<file path="config.mk">
export PLATFORM = sky130hd
export DESIGN_NAME = image_capture_sequencer
export DESIGN_NICKNAME = d
export VERILOG_FILES = /design/src/rtl/image_capture_pkg.sv /design/src/rtl/capture_timer.sv /design/src/rtl/image_capture_sequencer.sv
export SDC_FILE = /design/constraint.sdc
export NUM_CORES = 1
export LEC_CHECK = 0
export ABC_AREA = 0
export CORE_ASPECT_RATIO = 0.5
export CORE_MARGIN = 1
export CORE_UTILIZATION = 35
export DETAILED_ROUTE_END_ITERATION = 7
export DONT_BUFFER_PORTS = 1
export PLACE_DENSITY_LB_ADDON = 0.12
export SLEW_MARGIN = 10
export SYNTH_ARGS = -nofsm -noshare
export SYNTH_HDL_FRONTEND = slang
export SYNTH_SLANG_ARGS = --single-unit
</file>
<file path="constraint.sdc">
create_clock -name clk -period 2.3 [get_ports clk]
set_clock_uncertainty 0.2 [all_clocks]
set_input_delay 0.575 -clock clk [delete_from_list [all_inputs] [get_ports clk]]
set_output_delay 0.575 -clock clk [all_outputs]
set_load 0.005 [all_outputs]
</file>
<file path="src/rtl/image_capture_pkg.sv">
// Shared types and constants for the image capture sequencer.
// Latency: n/a (declarations only).
// Backpressure: n/a.
package image_capture_pkg;

  localparam int DEFAULT_CNT_W = 26;

  localparam logic [1:0] CAM1_MASK = 2'b01;
  localparam logic [1:0] CAM2_MASK = 2'b10;

  localparam logic [1:0] EXP_LOW  = 2'd1;
  localparam logic [1:0] EXP_MED  = 2'd2;
  localparam logic [1:0] EXP_HIGH = 2'd3;

  typedef enum logic [1:0] {
    IDLE    = 2'd0,
    EXPOSE  = 2'd1,
    READOUT = 2'd2,
    DONE    = 2'd3
  } state_e;

  // Exposure window length in units: level 0..3 maps to 1..4 units.
  function automatic logic [2:0] exposure_steps(input logic [1:0] level);
    return {1'b0, level} + 3'd1;
  endfunction

endpackage

</file>
<file path="src/rtl/capture_timer.sv">
// Loadable counter with terminal-count flag (down to 0, or up to TERM).
// Latency: tc reflects the registered count; load/step take effect next cycle.
// Backpressure: none; counts only while step is high, load wins over step.
// Ports: clk/reset (async active-high), load + load_val, step, tc.
module capture_timer
  import image_capture_pkg::*;
#(
  parameter int               CNT_W    = DEFAULT_CNT_W,
  parameter bit               COUNT_UP = 1'b0,
  parameter logic [CNT_W-1:0] TERM     = '0
) (
  input  logic             clk,
  input  logic             reset,
  input  logic             load,
  input  logic [CNT_W-1:0] load_val,
  input  logic             step,
  output logic             tc
);

  logic [CNT_W-1:0] cnt_d, cnt_q;

  always_comb begin
    cnt_d = cnt_q;
    if (load) begin
      cnt_d = load_val;
    end else if (step) begin
      cnt_d = COUNT_UP ? cnt_q + CNT_W'(1) : cnt_q - CNT_W'(1);
    end
  end

  always_ff @(posedge clk or posedge reset) begin
    if (reset) begin
      cnt_q <= '0;
    end else begin
      cnt_q <= cnt_d;
    end
  end

  assign tc = (cnt_q == TERM);

endmodule

</file>
<file path="src/rtl/image_capture_sequencer.sv">
// Sequences exposure + readout for each selected camera (cam1 then cam2) from latched settings.
// Latency: trigger one cycle after capture_req; done one cycle after last readout / timeout.
// Backpressure: none; capture_req is ignored while busy, cam_frame_done outside READOUT.
// Ports: capture_req + mode settings in, cam_frame_done from camera IF; busy, cam_active,
//        cam_trigger, exposure_en, decimate, capture_done, capture_err out (all registered).
// Optional: IMAGE_CAPTURE_ABORT_EN adds capture_abort (forces DONE with error).
module image_capture_sequencer
  import image_capture_pkg::*;
#(
  parameter int               CNT_W           = DEFAULT_CNT_W,
  parameter logic [CNT_W-1:0] EXPOSURE_UNIT   = CNT_W'(500_000),
  parameter logic [CNT_W-1:0] READOUT_TIMEOUT = CNT_W'(25_000_000)
) (
  input  logic       clk,
  input  logic       reset,
  input  logic       capture_req,
  input  logic       reduce_resolution,
  input  logic [1:0] cam_sel_bitmask,
  input  logic [1:0] exposure_level,
  input  logic       cam_frame_done,
`ifdef IMAGE_CAPTURE_ABORT_EN
  input  logic       capture_abort,
`endif
  output logic       busy,
  output logic [1:0] cam_active,
  output logic       cam_trigger,
  output logic       exposure_en,
  output logic       decimate,
  output logic       capture_done,
  output logic       capture_err
);

  // The longest exposure (4 units) must be representable in the counter.
  localparam logic [63:0] MAX_EXPOSURE = 64'(EXPOSURE_UNIT) * 64'(exposure_steps(EXP_HIGH));
  localparam logic [63:0] CNT_MAX      = (64'd1 << CNT_W) - 64'd1;
  if (CNT_W < 64 && MAX_EXPOSURE > CNT_MAX) begin : g_unit_too_big
    $error("4*EXPOSURE_UNIT does not fit in CNT_W bits");
  end
  if (READOUT_TIMEOUT == '0) begin : g_zero_timeout
    $error("READOUT_TIMEOUT must be non-zero");
  end

  state_e     state_d, state_q;
  logic       busy_d, busy_q;
  logic [1:0] cam_active_d, cam_active_q;
  logic       cam_trigger_d, cam_trigger_q;
  logic       exposure_en_d, exposure_en_q;
  logic       decimate_d, decimate_q;
  logic       capture_done_d, capture_done_q;
  logic       capture_err_d, capture_err_q;
  logic [1:0] mask_d, mask_q;
  logic [1:0] level_d, level_q;

  logic             exp_load, exp_step, exp_tc;
  logic             rd_load, rd_step, rd_tc;
  logic [1:0]       exp_level;
  logic [CNT_W-1:0] exp_load_val;

  // On the first camera the settings are being latched this same cycle, so take them live.
  assign exp_level    = (state_q == IDLE) ? exposure_level : level_q;
  assign exp_load_val = CNT_W'(exposure_steps(exp_level)) * EXPOSURE_UNIT - CNT_W'(1);

  always_comb begin
    state_d        = state_q;
    busy_d         = busy_q;
    cam_active_d   = cam_active_q;
    cam_trigger_d  = 1'b0;
    exposure_en_d  = exposure_en_q;
    decimate_d     = decimate_q;
    capture_done_d = 1'b0;
    capture_err_d  = capture_err_q;
    mask_d         = mask_q;
    level_d        = level_q;
    exp_load       = 1'b0;
    exp_step       = 1'b0;
    rd_load        = 1'b0;
    rd_step        = 1'b0;

    case (state_q)
      IDLE: begin
        if (capture_req) begin
          mask_d        = cam_sel_bitmask;
          level_d       = exposure_level;
          decimate_d    = reduce_resolution;
          capture_err_d = 1'b0;
          busy_d        = 1'b1;
          if (cam_sel_bitmask == 2'b00) begin
            state_d        = DONE;
            capture_done_d = 1'b1;
            capture_err_d  = 1'b1;
          end else begin
            state_d       = EXPOSE;
            cam_active_d  = cam_sel_bitmask[0] ? CAM1_MASK : CAM2_MASK;
            cam_trigger_d = 1'b1;
            exposure_en_d = 1'b1;
            exp_load      = 1'b1;
          end
        end
      end

      EXPOSE: begin
        if (exp_tc) begin
          state_d       = READOUT;
          exposure_en_d = 1'b0;
          rd_load       = 1'b1;
        end else begin
          exp_step = 1'b1;
        end
      end

      READOUT: begin
        // Frame-done is checked first so a coincident timeout is not an error.
        if (cam_frame_done) begin
          if (cam_active_q == CAM1_MASK && mask_q[1]) begin
            state_d       = EXPOSE;
            cam_active_d  = CAM2_MASK;
            cam_trigger_d = 1'b1;
            exposure_en_d = 1'b1;
            exp_load      = 1'b1;
          end else begin
            state_d        = DONE;
            cam_active_d   = 2'b00;
            capture_done_d = 1'b1;
          end
        end else if (rd_tc) begin
          state_d        = DONE;
          cam_active_d   = 2'b00;
          capture_done_d = 1'b1;
          capture_err_d  = 1'b1;
        end else begin
          rd_step = 1'b1;
        end
      end

      DONE: begin
        state_d      = IDLE;
        busy_d       = 1'b0;
        cam_active_d = 2'b00;
        decimate_d   = 1'b0;
      end

      default: begin
        state_d       = IDLE;
        busy_d        = 1'b0;
        cam_active_d  = 2'b00;
        exposure_en_d = 1'b0;
        decimate_d    = 1'b0;
      end
    endcase

`ifdef IMAGE_CAPTURE_ABORT_EN
    // Abort overrides whatever the active states decided above.
    if (capture_abort && (state_q == EXPOSE || state_q == READOUT)) begin
      state_d        = DONE;
      cam_active_d   = 2'b00;
      cam_trigger_d  = 1'b0;
      exposure_en_d  = 1'b0;
      capture_done_d = 1'b1;
      capture_err_d  = 1'b1;
      exp_load       = 1'b0;
      exp_step       = 1'b0;
      rd_load        = 1'b0;
      rd_step        = 1'b0;
    end
`endif
  end

  always_ff @(posedge clk or posedge reset) begin
    if (reset) begin
      state_q        <= IDLE;
      busy_q         <= 1'b0;
      cam_active_q   <= 2'b00;
      cam_trigger_q  <= 1'b0;
      exposure_en_q  <= 1'b0;
      decimate_q     <= 1'b0;
      capture_done_q <= 1'b0;
      capture_err_q  <= 1'b0;
      mask_q         <= 2'b00;
      level_q        <= 2'b00;
    end else begin
      state_q        <= state_d;
      busy_q         <= busy_d;
      cam_active_q   <= cam_active_d;
      cam_trigger_q  <= cam_trigger_d;
      exposure_en_q  <= exposure_en_d;
      decimate_q     <= decimate_d;
      capture_done_q <= capture_done_d;
      capture_err_q  <= capture_err_d;
      mask_q         <= mask_d;
      level_q        <= level_d;
    end
  end

  // Exposure: loaded with window-1, counts down, window ends when it reads 0.
  capture_timer #(
    .CNT_W    (CNT_W),
    .COUNT_UP (1'b0),
    .TERM     ('0)
  ) u_exp_timer (
    .clk      (clk),
    .reset    (reset),
    .load     (exp_load),
    .load_val (exp_load_val),
    .step     (exp_step),
    .tc       (exp_tc)
  );

  // Readout timeout: counts up from 0, expires at READOUT_TIMEOUT-1.
  capture_timer #(
    .CNT_W    (CNT_W),
    .COUNT_UP (1'b1),
    .TERM     (READOUT_TIMEOUT - CNT_W'(1))
  ) u_rd_timer (
    .clk      (clk),
    .reset    (reset),
    .load     (rd_load),
    .load_val ('0),
    .step     (rd_step),
    .tc       (rd_tc)
  );

  assign busy         = busy_q;
  assign cam_active   = cam_active_q;
  assign cam_trigger  = cam_trigger_q;
  assign exposure_en  = exposure_en_q;
  assign decimate     = decimate_q;
  assign capture_done = capture_done_q;
  assign capture_err  = capture_err_q;

endmodule

</file>
==> results of run 1 <==
-- sequential cells by signal (all words and copies together) (netlist names) --
name and count:
busy 1, state_q 2, capture_done 1, cam_trigger 1, decimate 1, u_exp_timer.cnt_q 26
level_q 2, exposure_en 1, mask_q 1, cam_active 2, u_rd_timer.cnt_q 26, capture_err 1
-- cells by family (layout without fill, tap and decap cells) --
| kind of cell | after synthesis | after routing |
|---|---|---|
| flip-flops | 65 | 65 |
| buffers and inverters | 28 | 96 |
| adder cells (fa/ha/maj) | 8 | 8 |
| AO/OA/AOI/OAI | 77 | 77 |
| AND/OR/NAND/NOR | 169 | 169 |
| XOR/XNOR | 25 | 25 |
| multiplexers | 7 | 7 |
-- cells in the mapped netlist, types with 2 or more instances --
master	instances
dfrtp_1	65
nor2_1	39
nand2_1	28
nand3_1	19
nor3_1	16
xor2_1	15
a21oi_1	14
inv_1	14
nand4_1	12
clkbuf_1	11
xnor2_1	10
o211ai_1	9
ha_1	8
o31ai_1	8
or3_1	8
and3_1	7
o21ai_1	7
and4_1	5
nor4_1	5
or4_1	5
a31oi_1	4
o21ai_0	4
mux2_2	3
mux2i_1	3
nor2b_1	3
o311ai_0	3
a22oi_1	2
a41oi_1	2
and2_1	2
buf_6	2
nand3b_1	2
nor3b_1	2
o21a_1	2
o2bb2ai_1	2
o31a_1	2
o41ai_1	2
or2_1	2
or2_2	2
or4_4	2
-- through the flow --
step / util (%) / hold WS, ns / cells
2_1_floorplan: - / 0.249 / 379
3_3_place_gp: 44.2 / 0.267 / 565
3_5_place_dp: 44.2 / 0.277 / 565
4_1_cts: 47.9 / 0.144 / 582
5_1_grt: 48.4 / 0.149 / 582
6_report: 48.4 / 0.150 / 582
-- area by class of cell --
cell class                 instances  area, sq um
multi-input combinational        286         2000
inverter                          14         56.3
clock buffer                      12          246
sequential                        65         1630
timing repair buffer              67          566
tap                              135          169
clock inverter                     3         65.1
fill                             898         5030
-- how the worst max path moves through the flow --
stage                                     start                     to  slack, ns  cells past startpoint
after global placement    u_exp_timer.cnt_q[24]   u_exp_timer.cnt_q[6]      -0.05                      6
after floorplan           u_exp_timer.cnt_q[10]   u_exp_timer.cnt_q[6]      -0.09                      5
after detailed placement  u_exp_timer.cnt_q[24]   u_exp_timer.cnt_q[6]      -0.09                      6
final                     u_exp_timer.cnt_q[23]   u_exp_timer.cnt_q[6]      -0.09                      6
after CTS                 u_exp_timer.cnt_q[20]   u_exp_timer.cnt_q[6]      -0.08                      6
after global routing      u_exp_timer.cnt_q[22]  u_exp_timer.cnt_q[13]      -0.17                      6
-- power by group through the flow --
stage	combinational, mW	clock, mW	sequential (mW)
6_report	0.289	1.44	1.35
5_1_grt	0.329	1.54	1.36
4_1_cts	0.289	1.48	1.34
3_5_place_dp	0.278	0	1.36
3_3_place_gp	0.267	0	1.35
2_1_floorplan	0.174	0	1.35
-- critical path, stage by stage (launching register included) --
cell and delay [ns]:
dfrtp_1 0.37, or4_4 0.55, buf_6 0.14, nor4_4 0.30, a21oi_2 0.11, mux2_1 0.32
a211o_1 0.29
-- layer usage --
metal	track usage, %	wire length (um)
met4	5.67	148
met2	29.7	4240
met5	0	0
met1	22.3	4210
met3	4.66	226
-- what timing repair did --
action | in CTS | in global routing
resized for setup | 9 | 13
setup buffers | 1 | 0
setup endpoints to repair | 16 | 34
hold buffers | 1 | 0
pin swaps | 16 | 7
gates cloned | 0 | 0
hold endpoints to repair | 15 | 0
==> out/qor.txt, run 1 <==
Cell Rows: 25
Synth area leader: dfrtp_1
Worst Hold End: capture_err
mapped cell area: 3640 sq um
die area: 10800 sq um
cts bufs inserted: 9
initial antenna violation count: 0
switching pwr: 0.733 mW
mux cell area share after synthesis: 2.06%
Final Hold Viols: 0
layout cell share with drive strength beyond 1: 26.4%
share of the synthesized area in the top cell type: 44.7%
area share of fa/ha/maj cells after synthesis: 2.75%
Synth area leaders: dfrtp_1 45%, nor2_1 4.0%, xor2_1 3.6%
port buffer count: 0
RSZ-0062 raised after global routing: true
CTS tree: yes
Most used DFF post-synth: dfrtp_1
Crit path required time: 2.32 ns
Setup WS post-layout: -0.0938 ns
Die Ht: 74.1 um
EDFF count, synth: 0
pre-CTS setup slack: -0.0935 ns
Starting DRT DRC Count: 134
minimum clock period: 2.39 ns
I/O pin cnt: 17
clk_lat worst skew: 0.33 ns
core area: 9760 sq um
worst-case clock buffer depth: 2
leakage dissipation: 2.02 nW
cell-internal power: 2.34 mW
post-route cell area: 4730 sq um
Placed Instance Area: 4320 sq um
DR pass1 iterations: 4
post-synthesis xor/xnor area fraction: 6.02%
worst hold path depth: 1
htree depth: 3
final slew viol count: 0
Final Wtd Congestion: 0.838
Slew headroom: 70.2%
Area growth syn-to-layout: 29.9%
sequential share of power: 43.8%
Post-Syn Instances: 379
Residual DRC: 0
run status: finished, violations left
reg-to-reg endpoint: u_exp_timer.cnt_q[6]
Antenna Cells: 0
global-route wire length before repair: 14800 um
R2R cell count: 6
largest family of logic cells by synthesized area: simple AND/OR/NAND/NOR gates
FFs w/ async S/R, synth: 100%
r2r startpoint: u_exp_timer.cnt_q[23]
Worst Hold Class: primary input to flop
number of global-route vias before repair: 3041
CP Class: flop to flop
Final #Nets: 460
Sw Ratio: 23.8%
Synth Register Bits: 65
vias per inst: 5.28
arrival time worst endpoint: 2.41 ns
DP HPWL: 6620 um
worst-margin pin slew: 0.446 ns
most common cell after layout, fill and taps aside: dfrtp_1
maximum fanout along the worst path: 3
simple-gate share of the synthesized area: 25.7%
effective utilization at floorplan: 37.3%
Setup TNS: -0.536 ns
part of the power in the clock network: 46.8%
Pwr per Cell Area: 651 nW/um^2
max-capacitance violation count: 0
Period Utilization, post-route: 104%
Fmax: 418 MHz
Ys Warns: 0
Die Wd: 146 um
Worst Setup End Kind: flop
Yosys cell types: 67
Mapped Nets: 396
largest net degree at the start of global routing: 29
overall power: 3.08 mW
antenna-violating nets left: 0
via count: 3072
syn_area_per_cell: 9.60 sq um
Avg WL per Cell: 15.2 um
post-synthesis compound-gate area fraction: 15.5%
GRT Util Overall: 17.5%
failing checks: negative setup slack
root buffer cell: clkbuf_16
combinational share of power: 9.4%
final wirelength: 8830 um
Remaining Overflow, GRT: 0
CP startpoint kind: flop
# setup viols final: 13
most frequent cells in the layout: 65 x dfrtp_1, 57 x buf_4, 37 x nor2_1
Clock transition at path regs: 0.06 ns
Max IR drop VDD: 0.331 mV
Sink Count: 65
part of the Yosys area used for sequential elements: 44.7%
R2R Setup Slk: -0.09 ns
hold path startpoint: capture_req
No activity file was read; power rests on OpenSTA's default activity.
==> run 2, diff against run 1 <==
--- a/config.mk
+++ b/config.mk
@@ -16,3 +16,4 @@
 export SYNTH_ARGS = -nofsm -noshare
 export SYNTH_HDL_FRONTEND = slang
 export SYNTH_SLANG_ARGS = --single-unit
+export TNS_END_PERCENT = 50
==> out/qor.txt, run 2 (same netlist as run 1, synthesis figures left out) <==
run status: finished, violations left
failing checks: negative hold slack, negative setup slack
Cell Rows: 25
final slew viol count: 0
die area: 10800 sq um
leakage dissipation: 2.04 nW
Residual DRC: 0
sequential cell area: 1630 sq um
minimum clock period: 2.40 ns
Fmax: 416 MHz
DP HPWL: 6290 um
most common cell after layout, fill and taps aside: dfrtp_1
arrival time worst endpoint: 2.41 ns
htree depth: 3
maximum fanout along the worst path: 7
cts bufs inserted: 9
DR pass1 iterations: 4
Remaining Overflow, GRT: 0
port buffer count: 0
GRT Util Overall: 17.6%
R2R cell count: 6
GR Layer Usage met3: 4.48%
# setup viols final: 10
RSZ-0062 raised after global routing: true
Antenna Cells: 0
largest net degree at the start of global routing: 66
antenna-violating nets left: 0
effective utilization at floorplan: 37.3%
met1 global-route usage: 22.0%
max-capacitance violation count: 0
vias per inst: 5.29
Starting DRT DRC Count: 139
met2 GRT Util: 30.0%
Sink Count: 65
Fin Hold WS: -0.0124 ns
Die Ht: 74.1 um
Slew headroom: 72.0%
Avg WL per Cell: 15.2 um
worst-margin pin slew: 0.416 ns
Die Wd: 146 um
CP startpoint kind: flop
Pwr per Cell Area: 636 nW/um^2
Worst Setup End Kind: flop
global-route wire length before repair: 14800 um
via count: 3092
layout cell share with drive strength beyond 1: 30.1%
number of global-route vias before repair: 3046
Period Utilization, post-route: 104%
CTS tree: yes
Area growth syn-to-layout: 32.0%
Final #Nets: 461
clk_lat worst skew: 0.33 ns
Setup WS post-layout: -0.101 ns
area of the multi-input gates: 2080 sq um
initial antenna violation count: 0
core area: 9760 sq um
overall power: 3.06 mW
most frequent cells in the layout: 65 x dfrtp_1, 61 x buf_4, 36 x nor2_1
I/O pin cnt: 17
Final Wtd Congestion: 0.879
FILL cells: 889
CP Class: flop to flop
root buffer cell: clkbuf_16
worst-case clock buffer depth: 2
final wirelength: 8890 um
Worst Hold Class: primary input to async pin
Clock transition at path regs: 0.06 ns
GR peak layer: met2
Max IR drop VDD: 0.353 mV
pre-CTS setup slack: -0.132 ns
Crit path required time: 2.31 ns
biggest regs: u_exp_timer.cnt_q: 26 flops, u_rd_timer.cnt_q: 26 flops
Final Hold Viols: 10
[run 2: cell types whose count changed in the layout (fill, tap and decap cells not counted), moves of 3 or more]
cell / change
nand3_2: +3
nand3_1: -3
or4_1: -3
or4_4: +3
buf_4: +4
[run 2: layer usage]
layer  wire, um  vias to the layer above
li1           -                     1535
met1       4280                     1517
met2       4290                       28
met3        196                       12
met4        123                        0
met5          0                        -
[run 2: path summary, 6_finish.rpt]
| check | from | endpoint | slack [ns] |
|---|---|---|---|
| worst min register to register | u_rd_timer.cnt_q[5] | u_rd_timer.cnt_q[5] | 0.28 |
| max in group asynchronous | reset | cam_trigger | 1.60 |
| min in group clk | capture_req | capture_err | 0.14 |
| worst max register to register | u_exp_timer.cnt_q[17] | u_exp_timer.cnt_q[19] | -0.10 |
| worst min-delay path | reset | u_rd_timer.cnt_q[22] | -0.01 |
| worst max-delay path | u_exp_timer.cnt_q[17] | u_exp_timer.cnt_q[19] | -0.10 |
[run 2: area by class of cell]
type / instances / share of cell area (%)
Multi-Input combinational cell: 286 / 43.3
Sequential cell: 65 / 33.9
Timing Repair Buffer: 68 / 11.7
Clock buffer: 12 / 5.34
Tap cell: 135 / 3.52
Inverter: 14 / 1.17
Clock inverter: 4 / 1.07
[run 2: power breakdown]
part	leakage [nW]	switching [mW]	internal (mW)	total (mW)
registers	0.798	0.124	1.23	1.35
logic	1.10	0.153	0.155	0.308
clock network	0.149	0.497	0.898	1.39
total	2.04	0.775	2.28	3.06
[run 2: what timing repair did]
| action | 4_1_cts | 5_1_grt |
|---|---|---|
| endpoints found under the setup margin | 17 | 26 |
| gates resized for setup | 7 | 33 |
| hold buffers | 0 | 0 |
| pin swaps | 6 | 8 |
| setup buffers | 2 | 7 |
[run 2: through the flow]
step	util [%]	hold slack [ns]	instances	instance area (sq um)	TNS [ns]
2_1_floorplan	-	0.249	379	3700	-0.537
3_3_place_gp	43.7	0.269	559	4270	-0.354
3_5_place_dp	43.7	0.279	559	4270	-0.697
5_1_grt	49.2	0.0265	584	4800	-1.38
6_report	49.2	-0.0124	584	4800	-0.578
4_1_cts	47.3	0.0163	577	4620	-0.707
[run 2: worst max-delay path, stage by stage, from the launching register on]
cell     delay (ns)
dfrtp_1        0.37
or4_4          0.54
or4_4          0.57
o21ai_4        0.25
buf_6          0.17
or3_4          0.12
nand3_2        0.06
==> run 3, diff against run 2 <==
--- a/config.mk
+++ b/config.mk
@@ -8,10 +8,10 @@
 export ABC_AREA = 0
 export CORE_ASPECT_RATIO = 0.5
 export CORE_MARGIN = 1
-export CORE_UTILIZATION = 35
+export CORE_UTILIZATION = 50
 export DETAILED_ROUTE_END_ITERATION = 7
 export DONT_BUFFER_PORTS = 1
-export PLACE_DENSITY_LB_ADDON = 0.12
+export PLACE_DENSITY = 0.66
 export SLEW_MARGIN = 10
 export SYNTH_ARGS = -nofsm -noshare
 export SYNTH_HDL_FRONTEND = slang
==> out/qor.txt, run 3 (same netlist as run 1, synthesis figures left out) <==
Antenna Cells: 0
run status: finished, violations left
# setup viols final: 16
vias per inst: 5.84
core area: 6860 sq um
Period Utilization, post-route: 106%
Residual DRC: 0
via count: 3150
arrival time worst endpoint: 2.44 ns
Final Wtd Congestion: 0.945
most common cell after layout, fill and taps aside: dfrtp_1
Die Wd: 123 um
Slew headroom: 70.1%
leakage dissipation: 2.03 nW
Final #Nets: 459
GRT Util Overall: 25.7%
Area growth syn-to-layout: 28.8%
clk_lat worst skew: 0.33 ns
Final Core Density: 68.3%
max-capacitance violation count: 0
antenna-violating nets left: 0
Sink Count: 65
minimum clock period: 2.43 ns
Fmax: 411 MHz
CTS Hold Buffers Added: 0
number of global-route vias before repair: 3313
Crit path required time: 2.31 ns
CP Class: flop to flop
biggest regs: u_exp_timer.cnt_q: 26 flops, u_rd_timer.cnt_q: 26 flops
Cell Rows: 21
effective utilization at floorplan: 53.1%
Max IR drop VDD: 0.362 mV
Clock transition at path regs: 0.06 ns
Remaining Overflow, GRT: 0
Worst Hold Class: primary input to async pin
worst-case clock buffer depth: 2
DP HPWL: 6080 um
CTS tree: yes
Setup WS post-layout: -0.132 ns
most frequent cells in the layout: 65 x dfrtp_1, 58 x buf_4, 36 x nor2_1
worst-margin pin slew: 0.444 ns
die area: 7640 sq um
Worst Setup End Kind: flop
Die Ht: 62.3 um
maximum fanout along the worst path: 7
port buffer count: 0
final wirelength: 8760 um
Starting DRT DRC Count: 198
overall power: 3.07 mW
cts bufs inserted: 9
Final Hold Viols: 13
fin cells: 539
root buffer cell: clkbuf_16
failing checks: negative hold slack, negative setup slack
Setup TNS: -1.21 ns
DR pass1 iterations: 4
layout cell share with drive strength beyond 1: 26.8%
placed cells: 513
initial antenna violation count: 0
Avg WL per Cell: 16.3 um
Fin Hold WS: -0.00850 ns
Pwr per Cell Area: 656 nW/um^2
RSZ-0062 raised after global routing: true
largest net degree at the start of global routing: 66
final slew viol count: 0
htree depth: 3
global-route wire length before repair: 15100 um
FILL cells: 509
I/O pin cnt: 17
CP startpoint kind: flop
==> run 3: path summary, 6_finish.rpt <==
check,startpoint,to,slack [ns],depth (start not counted)
worst max-delay path,u_exp_timer.cnt_q[20],u_exp_timer.cnt_q[13],-0.13,6
worst min-delay path,reset,u_rd_timer.cnt_q[0],-0.009,2
worst max register to register,u_exp_timer.cnt_q[20],u_exp_timer.cnt_q[13],-0.13,6
worst min register to register,u_rd_timer.cnt_q[5],u_rd_timer.cnt_q[5],0.28,1
max in group asynchronous,reset,u_exp_timer.cnt_q[18],1.60,2
min in group clk,capture_req,capture_err,0.15,1
==> run 3: critical path, cell delays in order (launching register included) <==
cell and delay (ns):
dfrtp_1 0.38, or4_4 0.55, or4_4 0.54, buf_6 0.15, o211ai_4 0.26, or4_1 0.16, a31oi_1 0.07
==> run 3: per-stage QoR <==
step	hold slack, ns	setup WS, ns	cell area, sq um
finish	-0.00850	-0.132	4690
global placement	0.267	-0.0531	4190
detailed placement	0.271	-0.0927	4190
CTS	0.0108	-0.0936	4590
global route	0.0152	-0.199	4690
floorplan	0.249	-0.0904	3700
==> run 3: power breakdown <==
part	switching (mW)	leakage, nW	total, mW	internal [mW]
Sequential	0.106	0.798	1.34	1.23
Clock	0.516	0.148	1.42	0.903
Combinational	0.161	1.08	0.319	0.158
Total	0.783	2.03	3.07	2.29
==> run 3: cell type report <==
cell class / count / area, sq um / area share (%)
clock inverters: 5 / 62.6 / 1.34
clock buffers: 11 / 253 / 5.39
inverters: 14 / 56.3 / 1.20
multi-input cells: 286 / 2020 / 43.1
well taps: 92 / 115 / 2.46
repair buffers: 66 / 552 / 11.8
flip-flops and latches: 65 / 1630 / 34.7
==> run 3: per-layer routing <==
metal	vias to the layer above	GRT usage, %	wire length [um]
met3	10	6.71	318
li1	1528	-	-
met2	43	43.2	4300
met5	-	0	0
met1	1569	31.7	4050
met4	0	8.99	95
==> run 3: repair_timing <==
action | in CTS | in global routing
buffers inserted | 4 | 6
gates resized for setup | 15 | 12
pin swaps | 9 | 9
endpoints found under the setup margin | 18 | 46
